## src/rtl/cnt_sched.sv

```systemverilog
`default_nettype none
// ============================================================================
// Module      : cnt_sched
// Description : Round-robin scheduler that hands an external counter to one
//               of two requesters. It loads the owner's start value, then
//               enables counting until the owner's limit and pulses done.
//               The optional abort/aborted ports are compiled in by the
//               CNT_SCHED_ABORT_EN macro.
// Revision    : 1.0 - initial release
// ============================================================================
module cnt_sched #(
    parameter int WIDTH = 5
) (
    input  logic             clk,
    input  logic             rst,
    input  logic             req0,
    input  logic             req1,
    input  logic [WIDTH-1:0] start0,
    input  logic [WIDTH-1:0] start1,
    input  logic [WIDTH-1:0] limit0,
    input  logic [WIDTH-1:0] limit1,
`ifdef CNT_SCHED_ABORT_EN
    input  logic             abort,
    output logic             aborted,
`endif
    output logic             gnt0,
    output logic             gnt1,
    output logic             done0,
    output logic             done1,
    output logic             busy,
    output logic             ctr_load,
    output logic             ctr_enab,
    output logic [WIDTH-1:0] ctr_cnt_in,
    input  logic [WIDTH-1:0] ctr_cnt_out
);

    typedef enum logic [1:0] {
        S_IDLE = 2'd0,
        S_LOAD = 2'd1,
        S_RUN  = 2'd2,
        S_DONE = 2'd3
    } state_t;

    state_t           r_state;
    state_t           w_state_nxt;
    logic             r_owner;
    logic             r_last;
    logic [WIDTH-1:0] r_start;
    logic [WIDTH-1:0] r_limit;

    logic             w_any_req;
    logic             w_pick;
    logic             w_abort;
    logic             w_aborted;
    logic             w_load;
    logic             w_enab;
    logic             w_at_limit;

`ifdef CNT_SCHED_ABORT_EN
    assign w_abort = abort;
    assign aborted = w_aborted;
`else
    assign w_abort = 1'b0;
`endif

    assign w_any_req  = req0 | req1;
    // On a tie the requester that did not own the counter last wins.
    assign w_pick     = (req0 && req1) ? ~r_last : req1;
    assign w_at_limit = (ctr_cnt_out == r_limit);

    always_comb begin
        w_state_nxt = r_state;
        w_load      = 1'b0;
        w_enab      = 1'b0;
        w_aborted   = 1'b0;
        case (r_state)
            S_IDLE: begin
                if (w_any_req) begin
                    w_state_nxt = S_LOAD;
                end
            end
            S_LOAD: begin
                if (w_abort) begin
                    w_aborted   = 1'b1;
                    w_state_nxt = S_IDLE;
                end else begin
                    w_load      = 1'b1;
                    w_state_nxt = S_RUN;
                end
            end
            S_RUN: begin
                if (w_abort) begin
                    w_aborted   = 1'b1;
                    w_state_nxt = S_IDLE;
                end else if (w_at_limit) begin
                    w_state_nxt = S_DONE;
                end else begin
                    w_enab      = 1'b1;
                end
            end
            S_DONE: begin
                w_state_nxt = S_IDLE;
            end
            default: begin
                w_state_nxt = S_IDLE;
            end
        endcase
    end

    always_ff @(posedge clk or posedge rst) begin
        if (rst) begin
            r_state <= S_IDLE;
            r_owner <= 1'b0;
            r_last  <= 1'b1;
            r_start <= '0;
            r_limit <= '0;
        end else begin
            r_state <= w_state_nxt;
            // Owner's operands are captured only at grant; later changes are ignored.
            if (r_state == S_IDLE && w_any_req) begin
                r_owner <= w_pick;
                r_start <= w_pick ? start1 : start0;
                r_limit <= w_pick ? limit1 : limit0;
            end
            if (r_state == S_DONE || w_aborted) begin
                r_last <= r_owner;
            end
        end
    end

    assign busy       = (r_state != S_IDLE);
    assign gnt0       = busy & ~r_owner;
    assign gnt1       = busy &  r_owner;
    assign done0      = (r_state == S_DONE) & ~r_owner;
    assign done1      = (r_state == S_DONE) &  r_owner;
    assign ctr_load   = w_load;
    assign ctr_enab   = w_enab;
    assign ctr_cnt_in = r_start;

endmodule
`default_nettype wire

```

## config.mk

```make
export PLATFORM = sky130hd
export DESIGN_NAME = cnt_sched
export DESIGN_NICKNAME = d
export VERILOG_FILES = /design/src/rtl/cnt_sched.sv
export SDC_FILE = /design/constraint.sdc
export NUM_CORES = 1
export LEC_CHECK = 0
export BUFFER_PORTS_ARGS = -buffer_cell sky130_fd_sc_hd__buf_2
export CAP_MARGIN = 40
export CORE_AREA = 2 2 46 48
export DETAILED_ROUTE_END_ITERATION = 10
export DIE_AREA = 0 0 48 50
export PLACE_DENSITY = 0.75
export SETUP_SLACK_MARGIN = 0.1
export SLEW_MARGIN = 0
export SYNTH_ARGS = -nofsm -noshare
export SYNTH_HDL_FRONTEND = slang
export SYNTH_SLANG_ARGS = --single-unit
```

## constraint.sdc

```tcl
create_clock -name clk -period 2.1 [get_ports clk]
set_clock_uncertainty 0.1 [all_clocks]
set_input_delay 0.105 -clock clk [delete_from_list [all_inputs] [get_ports clk]]
set_output_delay 0.105 -clock clk [all_outputs]
set_load 0.03 [all_outputs]
```

==> reports/results.txt, run 1 <==
Final setup fails -> 0
Met3 usage -> 2.56%
Synth Flop Type -> dfrtp_1
Status -> complete, no violations
Layout cells sized above 1 -> 41.3%
Largest net degree at the start of global routing -> 15
Busiest layer in global routing -> met2
Global placement routability congestion -> 0.676
Pre-CTS setup slack -> 0.219 ns
Vias -> 700
Fin cells -> 153
YS warnings -> 0
DRT Pass-1 Iters -> 2
Initial antenna violation count -> 0
Clock Tree Buf Depth -> 2
Area delta synth->final -> 36.2%
Nets@finish -> 160
CP Class -> flip-flop to flip-flop
Clock latency on the worst-skew pair -> 0.27 ns
Initial Util -> 42.2%
Via/cell ratio -> 4.58
Pleak -> 0.000591 µW
CP Max Fanout -> 4
Total Routed Length -> 1640 µm
Worst EP arrival -> 1.94 ns
Remaining antenna violation count -> 0
Startpoint Class -> flip-flop
Clock Tree Root -> clkbuf_4
Most common cell after layout, fill and taps aside -> buf_2
Max H-tree Level -> 1
Req. time, crit path -> 2.16 ns
Fmax -> 531 MHz
CTS tree -> yes
Largest vdd supply drop -> 0.000700 V
DR WL/cell -> 10.7 µm
Resized cells post-CTS -> 0
Most frequent cells in the layout -> 40 x buf_2, 13 x dfrtp_1, 12 x nand2_1, 10 x mux2i_1, 10 x o21ai_0
Syn Inst Count -> 81
Post-synth cell types -> 25
Syn Area/Cell -> 9.90 µm²
Hold_buf cts -> 1
Total CTS buffers -> 3
Setup repair bufs after CTS -> 0
Iteration-0 DRC count of the detailed router -> 2
CORE AREA -> 1900 µm²
Number of flops mapped to enable cells by yosys -> 0
Critical path endpoint category -> flip-flop
Die height -> 50 µm
Input/output buffers -> 40
First-pass GRT wire length -> 2740 µm
Fin Setup TNS -> 0 ns
Final Hold Fails -> 0
Fin worst setup slack -> 0.216 ns
Cells after DPL -> 148
Final hold slack -> 0.0172 ns
N_diodes -> 0
GR Util All Layers -> 15.6%
Final Max Slew Viols -> 0
Period utilisation layout -> 89.7%
Mapped Area -> 802 µm²
Vias in the first global route -> 680
Placed wire-length estimate -> 1340 µm
Max_slew headroom -> 65.3%
Rows -> 16
Die width -> 48 µm
Hold Crit Class -> input port to flip-flop
# DRC -> 0
P per Cell Area -> 1440 nW/µm²
RSZ-0062 raised after global routing -> false
Max-cap violations -> 0
Fraction of registers with async set/reset -> 100%
Clk slew on worst S/H paths -> 0.08 ns
Slew at the pin with the worst max-slew slack -> 0.516 ns
CTS sink cnt -> 14
I/O Pins -> 41
Syn_nets -> 114
GR Overflow Total -> 0
Routing usage on met1 -> 20.9%
Die Area -> 2400 µm²
Met2 Use GR -> 24.7%
Tmin final -> 1.88 ns
Register area share after synthesis -> 43.8%
Yosys reg bits -> 14
==> area by class of cell <==
type | instances | area, µm²
clock buffers | 4 | 36.3
inverters | 4 | 15.0
flip-flops and latches | 14 | 352
multi-input cells | 60 | 423
well taps | 27 | 33.8
repair buffers | 44 | 233
fillers | 164 | 810
==> worst paths after layout <==
path,end,slack (ns),cells past startpoint,from
max in group asynchronous,r_last$_DFFE_PP1N_,1.24,3,rst
min,r_limit[4]$_DFFE_PP0P_,0.02,3,limit0[4]
min reg2reg,ctr_cnt_in[4]$_DFFE_PP0P_,0.39,2,ctr_cnt_in[4]$_DFFE_PP0P_
min in group asynchronous,r_state[0]$_DFFE_PP0P_,0.30,3,rst
max reg2reg,r_state[1]$_DFFE_PP0P_,0.22,5,r_state[0]$_DFFE_PP0P_
max,r_state[1]$_DFFE_PP0P_,0.22,5,r_state[0]$_DFFE_PP0P_
==> cell families (layout without fill, tap and decap cells) <==
group | after synthesis | after routing | share of synthesized area, %
mux | 11 | 11 | 13.9
fa+ha+maj | 4 | 4 | 6.24
compound gates | 16 | 16 | 11.5
xor+xnor | 5 | 5 | 5.46
buf+inv | 7 | 52 | 3.43
simple gates | 24 | 24 | 15.6
flops | 14 | 14 | 43.8
==> critical path, cell delays in order, from the launching register on <==
cell and delay (ns):
dfrtp_1 0.42, inv_1 0.12, ha_1 0.17, or3b_4 0.40, and4_4 0.20, or3_1 0.37
==> state kept, by name, summed over array words and instances, names as in the netlist <==
signal and flops:
r_owner 1, r_last 1, ctr_cnt_in 5, r_limit 5, r_state 2
==> power breakdown <==
part           internal (µW)  switching [µW]
combinational            342             539
clock                    105            81.5
sequential               410            92.4
==> cell usage after synthesis, types with 2 or more instances <==
cell	n	area share [%]
xor2_1	5	5.5
o21ai_0	11	6.9
dfrtp_1	13	41
inv_1	4	1.9
nand2_1	12	5.6
ha_1	4	6.2
nor2_1	3	1.4
clkbuf_1	2	0.94
and2_1	2	1.6
mux2i_1	10	12
==> layer usage <==
layer | up-vias | wire length [µm]
li1 | 367 | -
met1 | 300 | 711
met2 | 31 | 798
met3 | 2 | 122
met4 | 0 | 4
met5 | - | 0
==> stage by stage <==
step	cell area [µm²]	total power, µW	util (%)
floorplan	802	1150	-
global placement	1050	1360	55.0
detailed placement	1050	1400	55.0
CTS	1090	1590	57.4
global route	1090	1710	57.4
finish	1090	1570	57.4
Note: power is estimated with default switching activity, not from simulation.
==> run 2, diff against run 1 <==
- CORE_AREA: 2 2 46 48 -> 2 2 57 43
- DIE_AREA: 0 0 48 50 -> 0 0 59 45
- PLACE_DENSITY: 0.75 -> 0.69
==> reports/results.txt, run 2 (synthesis gave the netlist of run 1 again) <==
Initial antenna violation count -> 0 (unchanged)
WHS Endpoint -> ctr_cnt_in[3]$_DFFE_PP0P_
# DRC -> 0 (unchanged)
Initial Util -> 38.8% (-3.4 points)
Critical path endpoint category -> flip-flop
Final Max Slew Viols -> 0 (unchanged)
Status -> complete, no violations
Via/cell ratio -> 4.82 (+5.4%)
CORE AREA -> 2070 µm² (+8.7%)
Pwr Total -> 1570 µW (+0.15%)
Nets@finish -> 160 (unchanged)
Top sig layer -> met4
CP Class -> flip-flop to flip-flop
Fmax -> 532 MHz (+0.22%)
Period utilisation layout -> 89.5% (-0.20 points)
Clk slew on worst S/H paths -> 0.09 ns (about the same)
Hold Path Cell Cnt -> 3 (unchanged)
R2R depth -> 5 (unchanged)
GR Overflow Total -> 0 (unchanged)
Total Routed Length -> 1660 µm (+1.4%)
Filler instances -> 196 (+20%)
Tmin final -> 1.88 ns (-0.00418 ns)
Hold_sp -> start0[3]
Layout cells sized above 1 -> 41.3% (unchanged)
Die Area -> 2660 µm² (+11%)
Worst path slowest cell -> dfrtp_1
Final Hold Fails -> 0 (unchanged)
CTS sink cnt -> 14 (unchanged)
Vias in the first global route -> 638 (-6.2%)
Fin cells -> 150 (-2.0%)
Largest vdd supply drop -> 0.000639 V (-8.7%)
Global placement routability congestion -> 0.698 (+3.2%)
Worst reg-to-reg setup slack -> 0.22 ns (about the same)
Fin worst setup slack -> 0.220 ns (+0.00418 ns)
CP delay by family, top -> simple AND/OR/NAND/NOR gates
Hold Crit Class -> input port to flip-flop
CP Max Fanout -> 4 (unchanged)
Slew at the pin with the worst max-slew slack -> 0.520 ns (+0.00380 ns)
CTS tree -> yes
Die width -> 59 µm (+23%)
Cells after DPL -> 145 (-2.0%)
Max_slew headroom -> 65.3% (about the same)
Setup repair bufs after CTS -> 0 (unchanged)
Met2 wire length -> 735 µm (-7.9%)
Max-cap violations -> 0 (unchanged)
CP max stage delay -> 0.42 ns (about the same)
Largest net degree at the start of global routing -> 22 (+7)
Final setup fails -> 0 (unchanged)
GR Util All Layers -> 13.6% (-2.0 points)
Fin Setup TNS -> 0 ns (unchanged)
First-pass GRT wire length -> 2710 µm (-1.0%)
Most frequent cells in the layout -> 40 x buf_2, 13 x dfrtp_1, 12 x nand2_1, 10 x mux2i_1, 10 x o21ai_0
Wire length on met3 -> 146 µm (+20%)
DR WL/cell -> 11.1 µm (+3.4%)
Worst-path cell chain -> inv_1, ha_1, or3b_4, and4_4, or3_1
Worst EP arrival -> 1.94 ns (about the same)
Total CTS buffers -> 3 (unchanged)
Iteration-0 DRC count of the detailed router -> 17 (+15)
P per Cell Area -> 1440 nW/µm² (+0.49%)
Max H-tree Level -> 1 (unchanged)
Rows -> 14 (-2)
Crit path buf inv count -> 1 (unchanged)
DRT Pass-1 Iters -> 4 (+2)
Clock latency on the worst-skew pair -> 0.27 ns (about the same)
Placed wire-length estimate -> 1350 µm (+0.20%)
Pleak -> 0.000591 µW (unchanged)
Resized cells post-CTS -> 0 (unchanged)
Input/output buffers -> 40 (unchanged)
Critical Path Source -> r_state[0]$_DFFE_PP0P_
RSZ-0062 raised after global routing -> false
Startpoint Class -> flip-flop
Reg-to-reg startpoint -> r_state[0]$_DFFE_PP0P_
Area delta synth->final -> 35.7%
Clock Tree Buf Depth -> 2 (unchanged)
Vias -> 723 (+3.3%)
FF-to-FF End -> r_state[1]$_DFFE_PP0P_
Pre-CTS setup slack -> 0.222 ns (+0.00323 ns)
M1 WL -> 765 µm (+7.6%)
Die height -> 45 µm (-10%)
Req. time, crit path -> 2.15 ns (about the same)
N_diodes -> 0 (unchanged)
Clock Tree Root -> clkbuf_4
Remaining antenna violation count -> 0 (unchanged)
I/O Pins -> 41 (unchanged)
Most common cell after layout, fill and taps aside -> buf_2
==> run 2: cell counts in the layout (fill, tap and decap cells not counted) <==
No cell type changed its count.
==> run 2: final cells by class <==
class                           count  area (µm²)  share of cell area (%)
Inverter                            4        15.0                    1.38
Timing Repair Buffer               44         233                    21.4
Tap cell                           24        30.0                    2.76
Sequential cell                    14         352                    32.3
Multi-Input combinational cell     60         423                    38.9
Clock buffer                        4        36.3                    3.33
==> run 2: worst max path at each step <==
stage | end | slack [ns] | cells past startpoint
global placement | r_state[1]$_DFFE_PP0P_ | 0.29 | 5
global route | r_state[1]$_DFFE_PP0P_ | 0.13 | 5
finish | r_state[1]$_DFFE_PP0P_ | 0.22 | 5
floorplan | r_state[1]$_DFFE_PP0P_ | 0.22 | 5
CTS | r_state[1]$_DFFE_PP0P_ | 0.22 | 5
detailed placement | r_state[1]$_DFFE_PP0P_ | 0.22 | 5
==> run 2: tightest hold or removal path, delay by kind of cell <==
family / cells / cell delay (ns)
compound gates: 1 / 0.13
buf+inv: 1 / 0.07
mux: 1 / 0.05
==> run 2: repair_timing <==
item / 4_1_cts / 5_1_grt
hold buffers: 1 / 0
endpoints found under the setup margin: 0 / 0
endpoints found under the hold margin: 13 / 0
==> run 2: where the power goes <==
part / leakage, µW / internal, µW / switching [µW]
registers: 0.000171 / 410 / 90.9
logic: 0.000400 / 343 / 539
clock network: 0.0000210 / 105 / 84.9
==> run 2: stage by stage <==
step	hold slack (ns)	cell area, µm²	utilization [%]
after floorplan	-0.106	802	-
after global placement	0.0692	1040	50.4
after detailed placement	0.0773	1040	50.4
after CTS	0.0191	1090	52.7
after global routing	0.0300	1090	52.7
final	0.0141	1090	52.7
==> run 2: routing by layer <==
metal	vias up	GRT usage [%]
met2	29	23.1
met4	0	5.45
met3	2	3.15
met5	-	0
met1	326	17.0
li1	366	-
==> run 3, diff against run 2 <==
- CTS_BUF_LIST: not set -> sky130_fd_sc_hd__clkbuf_8
- CTS_CLUSTER_SIZE: not set -> 28
==> reports/results.txt, run 3 (synthesis gave the netlist of run 1 again) <==
Final Max Slew Viols -> 0 (unchanged)
N_diodes -> 0 (unchanged)
Layout cells sized above 1 -> 41.3% (unchanged)
Period utilisation layout -> 89.3% (-0.19 points)
RSZ-0062 raised after global routing -> false
Vias -> 731 (+1.1%)
CP max stage delay -> 0.42 ns (about the same)
Final setup fails -> 0 (unchanged)
Crit path buf inv count -> 1 (unchanged)
Req. time, crit path -> 2.12 ns (-0.03 ns)
Vias in the first global route -> 656 (+2.8%)
CP delay by family, top -> simple AND/OR/NAND/NOR gates
Setup repair bufs after CTS -> 0 (unchanged)
Multi-input gate area -> 423 µm² (unchanged)
Worst reg-to-reg setup slack -> 0.22 ns (about the same)
Fmax -> 533 MHz (+0.21%)
Rows -> 14 (unchanged)
Clock Tree Root -> clkbuf_8
Reg-to-reg startpoint -> r_state[0]$_DFFE_PP0P_
Final Hold Fails -> 0 (unchanged)
Max_slew headroom -> 65.0% (-0.26 points)
CTS sink cnt -> 14 (unchanged)
Largest vdd supply drop -> 0.000570 V (-11%)
Initial Util -> 38.8% (unchanged)
Initial antenna violation count -> 0 (unchanged)
Worst path slowest cell -> dfrtp_1
GR Overflow Total -> 0 (unchanged)
Clk slew on worst S/H paths -> 0.06 ns (-0.03 ns)
First-pass GRT wire length -> 2760 µm (+1.8%)
Max-cap violations -> 0 (unchanged)
Total Routed Length -> 1700 µm (+2.6%)
Max H-tree Level -> 1 (unchanged)
DR WL/cell -> 11.4 µm (+2.6%)
Pleak -> 0.000599 µW (+1.3%)
Slew at the pin with the worst max-slew slack -> 0.524 ns (+0.00393 ns)
Worst-path cell chain -> inv_1, ha_1, or3b_4, and4_4, or3_1
# DRC -> 0 (unchanged)
Clock Tree Buf Depth -> 2 (unchanged)
Resized cells post-CTS -> 0 (unchanged)
Global placement routability congestion -> 0.698 (unchanged)
GR Util All Layers -> 13.8% (+0.20 points)
Placed wire-length estimate -> 1350 µm (unchanged)
Input/output buffers -> 40 (unchanged)
Die height -> 45 µm (unchanged)
Clock latency on the worst-skew pair -> 0.24 ns (-0.03 ns)
Via/cell ratio -> 4.87 (+1.1%)
Hold Crit Class -> input port to flip-flop
CP Class -> flip-flop to flip-flop
Filler instances -> 192 (-2.0%)
Most common cell after layout, fill and taps aside -> buf_2
CORE AREA -> 2070 µm² (unchanged)
Status -> complete, no violations
Iteration-0 DRC count of the detailed router -> 18 (+1)
CP Max Fanout -> 4 (unchanged)
Remaining antenna violation count -> 0 (unchanged)
Worst EP arrival -> 1.89 ns (-0.05 ns)
Tmin final -> 1.88 ns (-0.00403 ns)
DRT Pass-1 Iters -> 4 (unchanged)
Hold_sp -> start0[3]
Area delta synth->final -> 38.1%
Fin Setup TNS -> 0 ns (unchanged)
Total CTS buffers -> 3 (unchanged)
Pwr Total -> 1650 µW (+4.6%)
I/O Pins -> 41 (unchanged)
Die Area -> 2660 µm² (unchanged)
Die width -> 59 µm (unchanged)
CTS tree -> yes
Startpoint Class -> flip-flop
Nets@finish -> 160 (unchanged)
Critical Path Source -> r_state[0]$_DFFE_PP0P_
Critical path endpoint category -> flip-flop
P per Cell Area -> 1490 nW/µm² (+2.8%)
FF/Latch Area -> 352 µm² (unchanged)
Largest net degree at the start of global routing -> 22 (unchanged)
Most frequent cells in the layout -> 40 x buf_2, 13 x dfrtp_1, 12 x nand2_1, 10 x mux2i_1, 10 x o21ai_0
run 3: final timing paths:
check | to | cells after the start
setup / recovery | r_state[1]$_DFFE_PP0P_ | 5
max in group asynchronous | r_last$_DFFE_PP1N_ | 3
min in group asynchronous | ctr_cnt_in[0]$_DFFE_PP0P_ | 3
hold reg to reg | ctr_cnt_in[2]$_DFFE_PP0P_ | 2
setup reg to reg | r_state[1]$_DFFE_PP0P_ | 5
hold / removal | ctr_cnt_in[3]$_DFFE_PP0P_ | 3
run 3: routing by layer:
layer | wire length [µm] | GRT usage, %
met1 | 778 | 17.1
met2 | 779 | 23.8
met3 | 129 | 2.29
met4 | 15 | 6.82
met5 | 0 | 0
run 3: layout make-up:
type / instances / share of cell area, %
Timing Repair Buffer: 44 / 21.0
Inverter: 4 / 1.36
Tap cell: 24 / 2.71
Multi-Input combinational cell: 60 / 38.2
Sequential cell: 14 / 31.8
Clock buffer: 4 / 4.97
run 3: per-stage QoR:
stage	hold slack, ns	std cells	instance area [µm²]	setup slack, ns	util, %
finish	0.0527	150	1110	0.224	53.6
global route	0.0690	150	1110	0.135	53.6
CTS	0.0546	150	1110	0.220	53.6
detailed placement	0.0773	145	1040	0.222	50.4
global placement	0.0692	145	1040	0.294	50.4
floorplan	-0.106	81	802	0.222	-
run 3: what timing repair did:
action / CTS / global route
setup endpoints to repair: 0 / 0
hold endpoints to repair: 13 / 0
hold buffers: 1 / 0
run 3: report_power, final:
| group | switching, µW | internal, µW | leakage, µW | total [µW] |
|---|---|---|---|---|
| sequential | 92.0 | 412 | 0.000171 | 504 |
| combinational | 543 | 343 | 0.000400 | 886 |
| clock | 89.8 | 166 | 0.0000288 | 255 |
run 3: worst min-delay path: cells and delay by family:
family                 cells  cell delay (ns)
AOI/OAI and AO/OA          1             0.13
muxes                      1             0.05
buffers and inverters      1             0.07
